==> config.mk <==
export PLATFORM = sky130hd
export DESIGN_NAME = bp_me_stream_fanin
export DESIGN_NICKNAME = d
export VERILOG_FILES = /design/src/rtl/bp_me_stream_fanin_pkg.sv /design/src/rtl/bp_me_stream_tag_fifo.sv /design/src/rtl/bp_me_stream_fanin.sv
export SDC_FILE = /design/constraint.sdc
export NUM_CORES = 1
export LEC_CHECK = 0
export BUFFER_PORTS_ARGS = -buffer_cell sky130_fd_sc_hd__buf_2
export CAP_MARGIN = 20
export CORE_AREA = 2 2 311 313
export DETAILED_ROUTE_END_ITERATION = 12
export DIE_AREA = 0 0 313 315
export PLACE_DENSITY = 0.3
export SLEW_MARGIN = 10
export SYNTH_ARGS = -nofsm -noshare
export SYNTH_HDL_FRONTEND = slang
export SYNTH_SLANG_ARGS = --single-unit
export TNS_END_PERCENT = 10
==> constraint.sdc <==
create_clock -name clk_i -period 3.2 [get_ports clk_i]
set_clock_uncertainty 0.05 [all_clocks]
set_input_delay 0 -clock clk_i [delete_from_list [all_inputs] [get_ports clk_i]]
set_output_delay 0 -clock clk_i [all_outputs]
set_load 0.03 [all_outputs]
==> src/rtl/bp_me_stream_fanin_pkg.sv <==
// bp_me_stream_fanin_pkg: shared fwd-state encodings and id-width helper for the stream fan-in
package bp_me_stream_fanin_pkg;
  localparam logic [0:0] e_unlocked = 1'b0;
  localparam logic [0:0] e_locked   = 1'b1;
  function automatic int safe_clog2(input int n);
    return (n > 1) ? $clog2(n) : 1;
  endfunction
endpackage

==> src/rtl/bp_me_stream_tag_fifo.sv <==
// bp_me_stream_tag_fifo: register FIFO of channel ids with full/empty and same-cycle push/pop
module bp_me_stream_tag_fifo
  import bp_me_stream_fanin_pkg::*;
#(
  parameter int width_p = 1,
  parameter int els_p = 4,
  localparam int ptr_w_lp = safe_clog2(els_p),
  localparam int cnt_w_lp = $clog2(els_p + 1)
) (
  input  logic               clk_i,
  input  logic               reset_i,
  input  logic [width_p-1:0] data_i,
  input  logic               push_i,
  input  logic               pop_i,
  output logic [width_p-1:0] data_o,
  output logic               full_o,
  output logic               empty_o
);
  logic [width_p-1:0] mem_r [els_p];
  logic [ptr_w_lp-1:0] wptr_r, rptr_r;
  logic [cnt_w_lp-1:0] count_r;
  function automatic logic [ptr_w_lp-1:0] inc(input logic [ptr_w_lp-1:0] p);
    return (p == ptr_w_lp'(els_p - 1)) ? '0 : p + 1'b1;
  endfunction
  always_ff @(posedge clk_i)
    if (push_i) mem_r[wptr_r] <= data_i;
  always_ff @(posedge clk_i)
    if (reset_i) begin
      wptr_r  <= '0;
      rptr_r  <= '0;
      count_r <= '0;
    end else begin
      if (push_i) wptr_r <= inc(wptr_r);
      if (pop_i) rptr_r <= inc(rptr_r);
      count_r <= count_r + cnt_w_lp'(push_i) - cnt_w_lp'(pop_i);
    end
  assign data_o  = mem_r[rptr_r];
  assign full_o  = count_r == cnt_w_lp'(els_p);
  assign empty_o = count_r == '0;
endmodule

==> src/rtl/bp_me_stream_fanin.sv <==
// bp_me_stream_fanin: round-robin burst-locked fan-in of N mem streams with in-order rev routing
module bp_me_stream_fanin
  import bp_me_stream_fanin_pkg::*;
#(
  parameter int num_ch_p = 2,
  parameter int header_width_p = 64,
  parameter int data_width_p = 64,
  parameter int max_outstanding_p = 4,
  localparam int lg_num_ch_lp = safe_clog2(num_ch_p)
) (
  input  logic                               clk_i,
  input  logic                               reset_i,
  input  logic [num_ch_p*header_width_p-1:0] mem_fwd_header_i,
  input  logic [num_ch_p*data_width_p-1:0]   mem_fwd_data_i,
  input  logic [num_ch_p-1:0]                mem_fwd_last_i,
  input  logic [num_ch_p-1:0]                mem_fwd_v_i,
  output logic [num_ch_p-1:0]                mem_fwd_ready_and_o,
  output logic [header_width_p-1:0]          mem_fwd_header_o,
  output logic [data_width_p-1:0]            mem_fwd_data_o,
  output logic                               mem_fwd_last_o,
  output logic                               mem_fwd_v_o,
  input  logic                               mem_fwd_ready_and_i,
  input  logic [header_width_p-1:0]          mem_rev_header_i,
  input  logic [data_width_p-1:0]            mem_rev_data_i,
  input  logic                               mem_rev_last_i,
  input  logic                               mem_rev_v_i,
  output logic                               mem_rev_ready_and_o,
  output logic [num_ch_p*header_width_p-1:0] mem_rev_header_o,
  output logic [num_ch_p*data_width_p-1:0]   mem_rev_data_o,
  output logic [num_ch_p-1:0]                mem_rev_last_o,
  output logic [num_ch_p-1:0]                mem_rev_v_o,
  input  logic [num_ch_p-1:0]                mem_rev_ready_and_i,
  output logic                               error_o
);
  logic [0:0] state_r;
  logic [lg_num_ch_lp-1:0] grant_r, rr_ptr_r, grant_c, idx, sel, nxt, owner;
  logic locked, tag_full, tag_empty, fwd_hs, push, pop, rev_active;
  assign locked = state_r == e_locked;
  // first valid channel at or after the round-robin pointer, with wrap
  always_comb begin
    idx = '0;
    grant_c = rr_ptr_r;
    for (int i = num_ch_p - 1; i >= 0; i--) begin
      idx = lg_num_ch_lp'((int'(rr_ptr_r) + i) % num_ch_p);
      if (mem_fwd_v_i[idx]) grant_c = idx;
    end
  end
  assign sel = locked ? grant_r : grant_c;
  assign nxt = (sel == lg_num_ch_lp'(num_ch_p - 1)) ? '0 : sel + 1'b1;
  assign mem_fwd_v_o      = ~reset_i & (locked ? mem_fwd_v_i[sel] : (|mem_fwd_v_i & ~tag_full));
  assign mem_fwd_header_o = mem_fwd_header_i[sel*header_width_p +: header_width_p];
  assign mem_fwd_data_o   = mem_fwd_data_i[sel*data_width_p +: data_width_p];
  assign mem_fwd_last_o   = mem_fwd_last_i[sel];
  assign fwd_hs = mem_fwd_v_o & mem_fwd_ready_and_i;
  assign push   = fwd_hs & ~locked;
  assign rev_active = ~reset_i & ~tag_empty;
  assign mem_rev_ready_and_o = rev_active & mem_rev_ready_and_i[owner];
  assign pop = mem_rev_v_i & mem_rev_ready_and_o & mem_rev_last_i;
  assign mem_rev_header_o = {num_ch_p{mem_rev_header_i}};
  assign mem_rev_data_o   = {num_ch_p{mem_rev_data_i}};
  assign mem_rev_last_o   = {num_ch_p{mem_rev_last_i}};
  always_comb begin
    mem_fwd_ready_and_o = '0;
    mem_rev_v_o = '0;
    for (int c = 0; c < num_ch_p; c++) begin
      mem_fwd_ready_and_o[c] = ~reset_i & (sel == lg_num_ch_lp'(c)) & mem_fwd_ready_and_i & (locked | ~tag_full);
      mem_rev_v_o[c] = rev_active & mem_rev_v_i & (owner == lg_num_ch_lp'(c));
    end
  end
  always_ff @(posedge clk_i)
    if (reset_i) begin
      state_r  <= e_unlocked;
      grant_r  <= '0;
      rr_ptr_r <= '0;
      error_o  <= 1'b0;
    end else begin
      if (fwd_hs & mem_fwd_last_i[sel]) begin
        state_r  <= e_unlocked;
        rr_ptr_r <= nxt;
      end else if (push) begin
        state_r <= e_locked;
        grant_r <= grant_c;
      end
      if (mem_rev_v_i & tag_empty) error_o <= 1'b1;
    end
  bp_me_stream_tag_fifo #(.width_p(lg_num_ch_lp), .els_p(max_outstanding_p)) tags (
    .clk_i(clk_i),
    .reset_i(reset_i),
    .data_i(grant_c),
    .push_i(push),
    .pop_i(pop),
    .data_o(owner),
    .full_o(tag_full),
    .empty_o(tag_empty)
  );
endmodule
### Word-level counts from Yosys, hierarchy flattened

Memories as Yosys holds them, arrays and structs flattened. A register that Yosys moved wholly into a read port is not among the register bits.
Index checks and enable logic that the tools add are counted.

* $add $sub $neg: 6
* order comparisons: 4
* equality and inequality tests: 3
* shift-type cells: 2
* muxes and demuxes: 21
* bitwise operators: 27
* reductions and logical operators: 4

Operator list (count)
* $shiftx 128x8->64: 2
* $and 1x1->1: 19
* $mux 1: 17
* $lt 1x2->1 const B: 4
* $mux 2: 4
* $not 1->1: 7
* $add 2x1->2 const B: 2
* $eq 2x2->1 const B: 2
* $reduce_or 2->1: 2
* $add 3x1->3: 1
* $eq 3x3->1 const B: 1
* $logic_not 3->1: 1
* $sub 3x1->3: 1
* $add 1x1->1 const B: 2
* $reduce_and 2->1: 1
* $or 1x1->1: 1

* bits in registers: 11
* bits in writable memories: 4
* bits of input ports: 395
* output and inout bits: 394
* logic and storage cells: 75
* memories kept: 1

Memory list
* tags.mem_r: words 4, bits a word 1, read ports 1, clocked after Yosys merged registers in 1, wr ports 1, line bp_me_stream_tag_fifo.sv:19 `logic [width_p-1:0] mem_r [els_p];`

### Depth between registers and ports, before layout

Gate-level depths: netlist of run 1.

* depth in word-level cells: 14
* mapped depth: 11
* mapped depth without buffers: 11

### By module

Synthesis of run 1 repeated with hierarchy kept, for this count alone.

* cell total of the unflattened synthesis: 492
* area total of the unflattened synthesis: 4827.1 um^2

By module, submodules not included
* bp_me_stream_fanin: instances 1, cells each 444, area each 4226.6 um^2, sequential area each 80.1 um^2
* bp_me_stream_tag_fifo: instances 1, cells each 48, area each 600.6 um^2, sequential area each 300.3 um^2

### Least setup slack after synthesis of run 1

Ideal clock, no wire load.

* kind: register -> register
* from: register with a tool-made name
* to: register tags.count_r[2]
* setup time: 0.128 ns
* data arrival time: 2.454 ns
* data required time: 3.022 ns
* setup slack: 0.568 ns
* stages on the path, launching flop included: 12
* buffers on the path: 0
* period minus slack after synthesis: 2.632 ns
* cells stage by stage: dfxtp_1 -> mux4_2 -> mux2i_1 -> nor3b_2 -> ha_1 -> inv_1 -> ha_1 -> inv_1 -> fa_1 -> xor2_1 -> xnor2_1 -> nor2_1

RTL lines
* end signal, assigned: line bp_me_stream_tag_fifo.sv:35 `count_r <= count_r + cnt_w_lp'(push_i) - cnt_w_lp'(pop_i);`
* end, declared: line bp_me_stream_tag_fifo.sv:21 `logic [cnt_w_lp-1:0] count_r;`

==> flow_summary.ini, run 1 <==
[run_status]
status = complete, no violations

[logic_synthesis]
ys_ff_latch = 17
synth_commonest_cells = 387 x nand2_1, 267 x buf_4, 16 x nor2_1
ys_async_sr_fraction_pct = 0
synth_area_um2 = 4480
synth_flop_cell = dfxtp_1
yosysTopAreaCellShare_pct = 44.7
yosysMostFrequentCell = nand2_1
synth_nets = 1169
yosysTopAreaCell = buf_4
synth_seq_area_share_pct = 8.49
synth_edf_count = 4
yosysWarnings = 0
synth_cells = 766
postSynthAreaPerCell_um2 = 5.85
ys_types = 36
synth_area_leaders = buf_4 45%, nand2_1 32%, dfxtp_1 5.8%, edfxtp_1 2.7%, ha_1 2.0%

[clocking]
post_cts_buffers = 0
cts_sinks = 17
clk_pin_slew_ns = 0.05
htree_levels = 1
clk_path_buf_depth = 2
insertion_delay_ns = 0.25
cts_root_buf = clkbuf_16
cts_tree = built
cts-buffers-inserted = 3

[floorplanning]
start_util_pct = 4.68
die-height_um = 315
die_area_um2 = 98600
io_pins = 789
rows = 114
core_area_um2 = 95700
fp.dieW_um = 313

[sta]
whs_ns = 0.0549
fmax_ghz = 0.353
tns_ns = 0
rsz0062_at_grt = no
worstMarginPinSlew_ns = 0.949
setup_violations = 0
slew_viol_final = 0
slew_headroom_pct = 36.5
period_minus_slack_ns = 2.83
hold_viol = 0
fin_crit_sh_pct = 88.6

[global_routing]
grt_max_degree = 83
grt_pass1_wl_um = 33500
grt_pass1_vias = 5066
grt_usage_pct = 4.64
gr-total-overflow = 0
antenna_found_initial = 6

[worst_setup_path]
crit_type = flip-flop to flip-flop
end_kind = flip-flop
arrival_ns = 2.92
critPathRequiredTime_ns = 3.28
cp-start-kind = flip-flop
crit_fanout = 3

[detailed_routing]
num_vias = 5386
ant_nets = 0
first_pass_iters = 4
drc = 0
viasPerCell = 2.34
drt_iter0_drc = 194
wire_per_inst_um = 11.3
totalWireLength_um = 26100

[layout]
nets = 1425
drive_above_1_share_pct = 41.4
regArea_um2 = 380
area_growth_pct = 66.7
nFillCells = 11334
multi_input_comb_area_um2 = 1980

[power_and_ir_drop]
p_leak_nw = 3.76
powerDensity_nw_per_um2 = 313
max-vdd-ir-drop_mv = 0.148

[placed_design]
io_buffer_count = 404
gp_congestion = 0.721
post-dp-hpwl_um = 21500

[min_path]
hold_class = primary input to flip-flop

[flow_run]
maxCapViolCount = 0
-- where the power goes --
group	internal (mW)	total, mW	leakage [nW]	switching, mW
registers	0.232	0.243	0.142	0.0109
clock network	0.169	0.253	0.0382	0.0840
logic	0.506	1.84	3.58	1.34
total	0.908	2.34	3.76	1.43
-- layout by cell type, fill, tap and decap left out, types with 5 or more instances in the layout --
cell,count
nor2_1,16
dlygate4sd3_1,129
dfxtp_1,13
nand2_1,387
buf_2,404
ha_1,7
inv_1,8
mux2i_1,5
-- cell type report --
cell class,count,share of cell area (%)
flip-flops and latches,17,5.09
clock buffers,4,1.06
inverters,9,0.452
well taps,1276,21.4
repair buffers,539,45.5
multi-input cells,452,26.5
diodes,3,0.101
-- kinds of logic after synthesis --
| group | count (synthesis) | share of synthesized area (%) |
|---|---|---|
| adder cells (fa/ha/maj) | 8 | 2.40 |
| XOR/XNOR | 2 | 0.391 |
| AND/OR/NAND/NOR | 423 | 37.0 |
| buffers and inverters | 297 | 47.8 |
| flip-flops | 17 | 8.49 |
| multiplexers | 7 | 1.95 |
| AO/OA/AOI/OAI | 12 | 1.98 |
-- per-stage QoR --
step	setup WS, ns	cell area (µm²)	instances	power (mW)	utilization (%)
2_1_floorplan	0.568	4480	766	1.65	-
3_3_place_gp	0.350	6090	2164	1.58	6.37
3_5_place_dp	0.370	6090	2164	1.56	6.37
4_1_cts	0.333	7460	2297	2.36	7.80
5_1_grt	0.169	7460	2298	2.48	7.80
6_report	0.366	7470	2300	2.34	7.80
-- repair_timing --
action / CTS / global route
hold endpoints to repair: 257 / 0
resized for setup: 0 / 0
hold buffers: 129 / 0
-- metal layers --
| layer | part of all wire [%] | vias up | GRT usage (%) |
|---|---|---|---|
| li1 | - | 2569 | - |
| met1 | 33 | 2311 | 4.51 |
| met2 | 51 | 474 | 8.79 |
| met3 | 14 | 24 | 2.47 |
| met4 | 1.3 | 8 | 0.674 |
| met5 | 0.18 | - | 0 |
-- final timing paths --
check	slack (ns)	to	depth (start not counted)	start
worst max-delay path	0.37	tags.count_r[2]	11	tags.mem_r[0]
worst min-delay path	0.05	tags.count_r[2]	2	reset_i
worst max register to register	0.37	tags.count_r[2]	11	tags.mem_r[0]
worst min register to register	0.41	error_o	2	error_o
-- critical path: stages, from the launching register on --
cell	delay, ns
edfxtp_1	0.37
mux4_2	0.52
mux2i_1	0.18
nor3b_2	0.35
ha_1	0.30
inv_1	0.06
ha_1	0.13
inv_1	0.04
fa_1	0.36
xor2_1	0.18
xnor2_1	0.14
nor2_1	0.05
No activity file was read; power rests on OpenSTA's default activity.
==> inputs of run 2 (changes only) <==
Settings changed: SKIP_CTS_REPAIR_TIMING set to 1.
Clock period 3.2 ns to 2.9 ns, I/O delays scaled along.
==> run 2 against run 1 <==
  * Sequential cell count unchanged
  * Total power up 11%
  * Highest routed layer unchanged
  * Largest power group unchanged
  * The run now ends with negative hold slack left
  * Clock power grew 9.5%
  * Setup slack got worse by 0.16 ns
  * Die area did not move
  * Critical path type unchanged
  * Critical path depth unchanged
  * Final cell count is 0.39% higher
==> flow_summary.ini, run 2 (same netlist as run 1, synthesis figures left out) <==
[sta]
rsz0062_at_grt = no
worstMarginPinSlew_ns = 0.975
tns_ns = 0
fmax_ghz = 0.372
hold_viol = 1
slew_viol_final = 0
setup_violations = 0
period_minus_slack_ns = 2.69
fin_crit_sh_pct = 92.8
slew_headroom_pct = 34.8
whs_ns = -0.0292

[detailed_routing]
ant_nets = 0
num_vias = 5411
first_pass_iters = 4
totalWireLength_um = 26100
wire_per_inst_um = 11.3
viasPerCell = 2.34
drc = 0
drt_iter0_drc = 198

[power_and_ir_drop]
p_leak_nw = 3.79
powerDensity_nw_per_um2 = 345
total_power_mw = 2.60
max-vdd-ir-drop_mv = 0.226

[min_path]
hold_class = primary input to flip-flop

[placed_design]
gp_congestion = 0.731
io_buffer_count = 404
post-dp-hpwl_um = 21800

[clocking]
htree_levels = 1
insertion_delay_ns = 0.24
cts_root_buf = clkbuf_16
cts_tree = built
cts-buffers-inserted = 3
clk_pin_slew_ns = 0.05
cts_sinks = 17
clk_path_buf_depth = 2

[worst_setup_path]
crit_fanout = 3
critPathRequiredTime_ns = 2.98
arrival_ns = 2.77
end_kind = flip-flop
crit_type = flip-flop to flip-flop
cp-start-kind = flip-flop

[floorplanning]
core_area_um2 = 95700
fp.dieW_um = 313
die_area_um2 = 98600
io_pins = 789
rows = 114
die-height_um = 315
start_util_pct = 4.68

[layout]
nFillCells = 11332
final_common_cell = buf_2
drive_above_1_share_pct = 41.9
nets = 1431
area_growth_pct = 68.1
final_cell_mix = 404 x buf_2, 387 x nand2_1, 128 x dlygate4sd3_1, 16 x nor2_1, 13 x dfxtp_1

[run_status]
failed_checks = negative hold slack
status = finished, violations left

[global_routing]
grt_pass1_wl_um = 31600
grt_pass1_vias = 4456
antenna_found_initial = 8
gr-total-overflow = 0
grt_max_degree = 51
grt_usage_pct = 4.45

[flow_run]
maxCapViolCount = 0
-- run 2: changes by cell type in the layout (fill, tap and decap cells not counted) --
cell and change:
buf_12 +1, dlygate4sd3_1 -1, diode_2 +3, buf_4 +6
-- run 2: worst paths after layout --
check / startpoint / to / slack, ns / cells after the start
worst max-delay path: tags.mem_r[3] / tags.count_r[2] / 0.21 / 11
worst min-delay path: mem_rev_v_i / error_o / -0.03 / 3
worst max register to register: tags.mem_r[3] / tags.count_r[2] / 0.21 / 11
worst min register to register: error_o / error_o / 0.44 / 2
-- run 2: cell type report --
cell class / count / area [µm²] / share of cell area [%]
Multi-Input combinational cell: 452 / 1980 / 26.2
Clock buffer: 4 / 78.8 / 1.05
Sequential cell: 17 / 380 / 5.05
Timing Repair Buffer: 545 / 3450 / 45.8
Tap cell: 1276 / 1600 / 21.2
Antenna cell: 6 / 15.0 / 0.199
Inverter: 9 / 33.8 / 0.449
-- run 2: power by group --
part / total (mW) / switching (mW) / internal, mW
combinational: 2.06 / 1.48 / 0.573
clock: 0.277 / 0.0904 / 0.187
sequential: 0.266 / 0.00992 / 0.256
total: 2.60 / 1.58 / 1.02
-- run 2: per-stage QoR --
stage	hold WS, ns	instance area, µm²	instances	util, %	worst slack, ns
final	-0.0292	7530	2309	7.87	0.210
after global routing	0.0434	7520	2305	7.86	0.0399
after CTS	-0.0497	6240	2175	6.52	0.172
after detailed placement	-0.0497	6160	2171	6.43	0.190
after global placement	-0.0497	6160	2171	6.43	0.184
after floorplan	0.0216	4480	766	-	0.268
-- run 2: metal layers --
| metal | vias up | GRT usage (%) | wire length, µm | share of wire (%) |
|---|---|---|---|---|
| li1 | 2587 | - | - | - |
| met1 | 2319 | 3.57 | 9080 | 35 |
| met2 | 459 | 8.21 | 13100 | 50 |
| met3 | 38 | 3.66 | 3140 | 12 |
| met4 | 8 | 1.04 | 742 | 2.8 |
| met5 | - | 0 | 51 | 0.20 |
-- run 2: critical path, cell delays in order (launching register included) --
cell and delay (ns):
edfxtp_1 0.36, mux4_2 0.52, mux2i_1 0.17, nor3b_2 0.24
ha_1 0.26, inv_1 0.06, ha_1 0.13, inv_1 0.05
fa_1 0.37, xor2_1 0.18, xnor2_1 0.13, nor2_1 0.05
==> inputs of run 3 (changes only) <==
Settings changed: BUFFER_PORTS_ARGS -buffer_cell sky130_fd_sc_hd__buf_2 to unset, CORE_AREA 2 2 311 313 to 2 2 304 306, DIE_AREA 0 0 313 315 to 0 0 306 308, DONT_BUFFER_PORTS set to 1, TNS_END_PERCENT 10 to 20.
==> run 3 against run 2 <==
  * The run still ends with negative hold slack left
  * Worst hold slack lost 0.0074 ns
  * Critical path depth unchanged
  * Combinational power shrank 21%
  * Sequential power is 2% higher
  * First-iteration DRC count down 55%
  * Global-route usage shrank 0.90 points
  * Routed wire length shrank 20%
  * Sequential share of layout area up 2.0 points
  * Via count decreased by 27%
  * Total power shrank 16%
  * Maximum frequency rose by 0.45%
  * Critical path type unchanged
  * Largest cell class is now multi-input gates
  * Highest routed layer is now met4
==> flow_summary.ini, run 3 (same netlist as run 1, synthesis figures left out) <==
[run_status]
status = finished, violations left
failed_checks = negative hold slack

[sta]
hold_viol = 1
fin_crit_sh_pct = 92.3
whs_ns = -0.0365
tns_ns = 0
period_minus_slack_ns = 2.68
worstMarginPinSlew_ns = 1.12
fmax_ghz = 0.373
slew_viol_final = 0
rsz0062_at_grt = no
setup_violations = 0
slew_headroom_pct = 25.2

[global_routing]
antenna_found_initial = 1
grt_util_met3_pct = 2.31
grt_max_degree = 72
use_met1_pct = 2.21
use_met2_pct = 7.01
grt_pass1_vias = 3188
grt_usage_pct = 3.55
grt_pass1_wl_um = 23200
gr-total-overflow = 0
busiest_layer = met2

[worst_setup_path]
crit_fanout = 3
arrival_ns = 2.75
end_kind = flip-flop
worstPathCellList = mux4_2 > mux2i_1 > nor3b_2 > ha_1 > inv_1 > ha_1 > inv_1 > fa_1 > xor2_1 > xnor2_1 > nor2_1
cp-start-kind = flip-flop
cp_num_cells = 11
max_stage_delay_ns = 0.55
path_buf_inv = 2
crit_type = flip-flop to flip-flop
cp_top_family = adder cells
reg2regPathDepth = 11
critPathRequiredTime_ns = 2.97
slowest_stage = mux4_2

[clocking]
clk_pin_slew_ns = 0.05
cts-buffers-inserted = 3
cts_tree = built
clk_path_buf_depth = 2
insertion_delay_ns = 0.25
cts_root_buf = clkbuf_16
htree_levels = 1
cts_sinks = 17

[layout]
diodes = 0
nets = 1027
final_common_cell = nand2_1
nFillCells = 10722
regArea_um2 = 380
area_growth_pct = 20.1
final_cell_mix = 387 x nand2_1, 133 x dlygate4sd3_1, 16 x nor2_1, 13 x dfxtp_1, 8 x inv_1
drive_above_1_share_pct = 3.53
multi_input_comb_area_um2 = 1980

[detailed_routing]
viasPerCell = 2.19
num_vias = 3954
drt_iter0_drc = 90
wire_per_inst_um = 11.5
drc = 0
first_pass_iters = 4
totalWireLength_um = 20900
ant_nets = 0

[floorplanning]
core_area_um2 = 91000
start_util_pct = 4.93
die-height_um = 308
fp.dieW_um = 306
io_pins = 789
rows = 111
die_area_um2 = 94200

[min_path]
hold_class = primary input to flip-flop
min_delay_path_depth = 2

[placed_design]
gp_congestion = 0.785
io_buffer_count = 0
post-dp-hpwl_um = 16600

[flow_run]
maxCapViolCount = 0

[power_and_ir_drop]
p_leak_nw = 2.16
max-vdd-ir-drop_mv = 0.155
powerDensity_nw_per_um2 = 404
-- run 3: final timing paths --
| kind | startpoint | endpoint | slack, ns |
|---|---|---|---|
| worst min register to register | tags.count_r[2] | tags.count_r[2] | 0.49 |
| worst max register to register | flip-flop | tags.count_r[2] | 0.22 |
| worst max-delay path | flip-flop | tags.count_r[2] | 0.22 |
| worst min-delay path | reset_i | grant_r | -0.04 |
-- run 3: worst register-to-register path, delay by kind of cell (launching register included) --
| kind | cells | cell delay (ns) |
|---|---|---|
| adders and majority gates | 3 | 0.75 |
| and+or+nand+nor | 2 | 0.27 |
| buffers and inverters | 2 | 0.11 |
| DFF | 1 | 0.33 |
| xor gates and xnor gates | 2 | 0.32 |
| muxes | 2 | 0.72 |
-- run 3: final cells by class --
type | instances | share of cell area (%)
clock inverter | 1 | 0.0930
inverter | 9 | 0.627
sequential | 17 | 7.06
clock buffer | 3 | 1.39
multi-input combinational | 452 | 36.7
timing repair buffer | 141 | 26.5
tap | 1186 | 27.6
-- run 3: metrics by stage --
stage	worst slack, ns	utilization, %	cell area [µm²]	power, mW	cells
3_5_place_dp	0.224	4.37	3970	1.31	1672
3_3_place_gp	0.197	4.37	3970	1.31	1672
2_1_floorplan	0.268	-	4480	1.82	766
6_report	0.222	5.92	5380	2.18	1809
5_1_grt	0.0380	5.92	5380	2.27	1809
4_1_cts	0.202	4.45	4050	1.59	1676
-- run 3: power by group --
group,internal [mW],switching [mW],leakage [nW],total [mW]
Sequential,0.256,0.0156,0.142,0.272
Combinational,0.287,1.34,1.98,1.62
Clock,0.185,0.0966,0.0409,0.281
Total,0.728,1.45,2.16,2.18
-- run 3: routing by layer --
| layer | routed length (µm) | vias to the layer above |
|---|---|---|
| met5 | 0 | - |
| met4 | 1500 | 0 |
| met3 | 1770 | 50 |
| met2 | 10900 | 383 |
| met1 | 6690 | 1756 |
| li1 | - | 1765 |
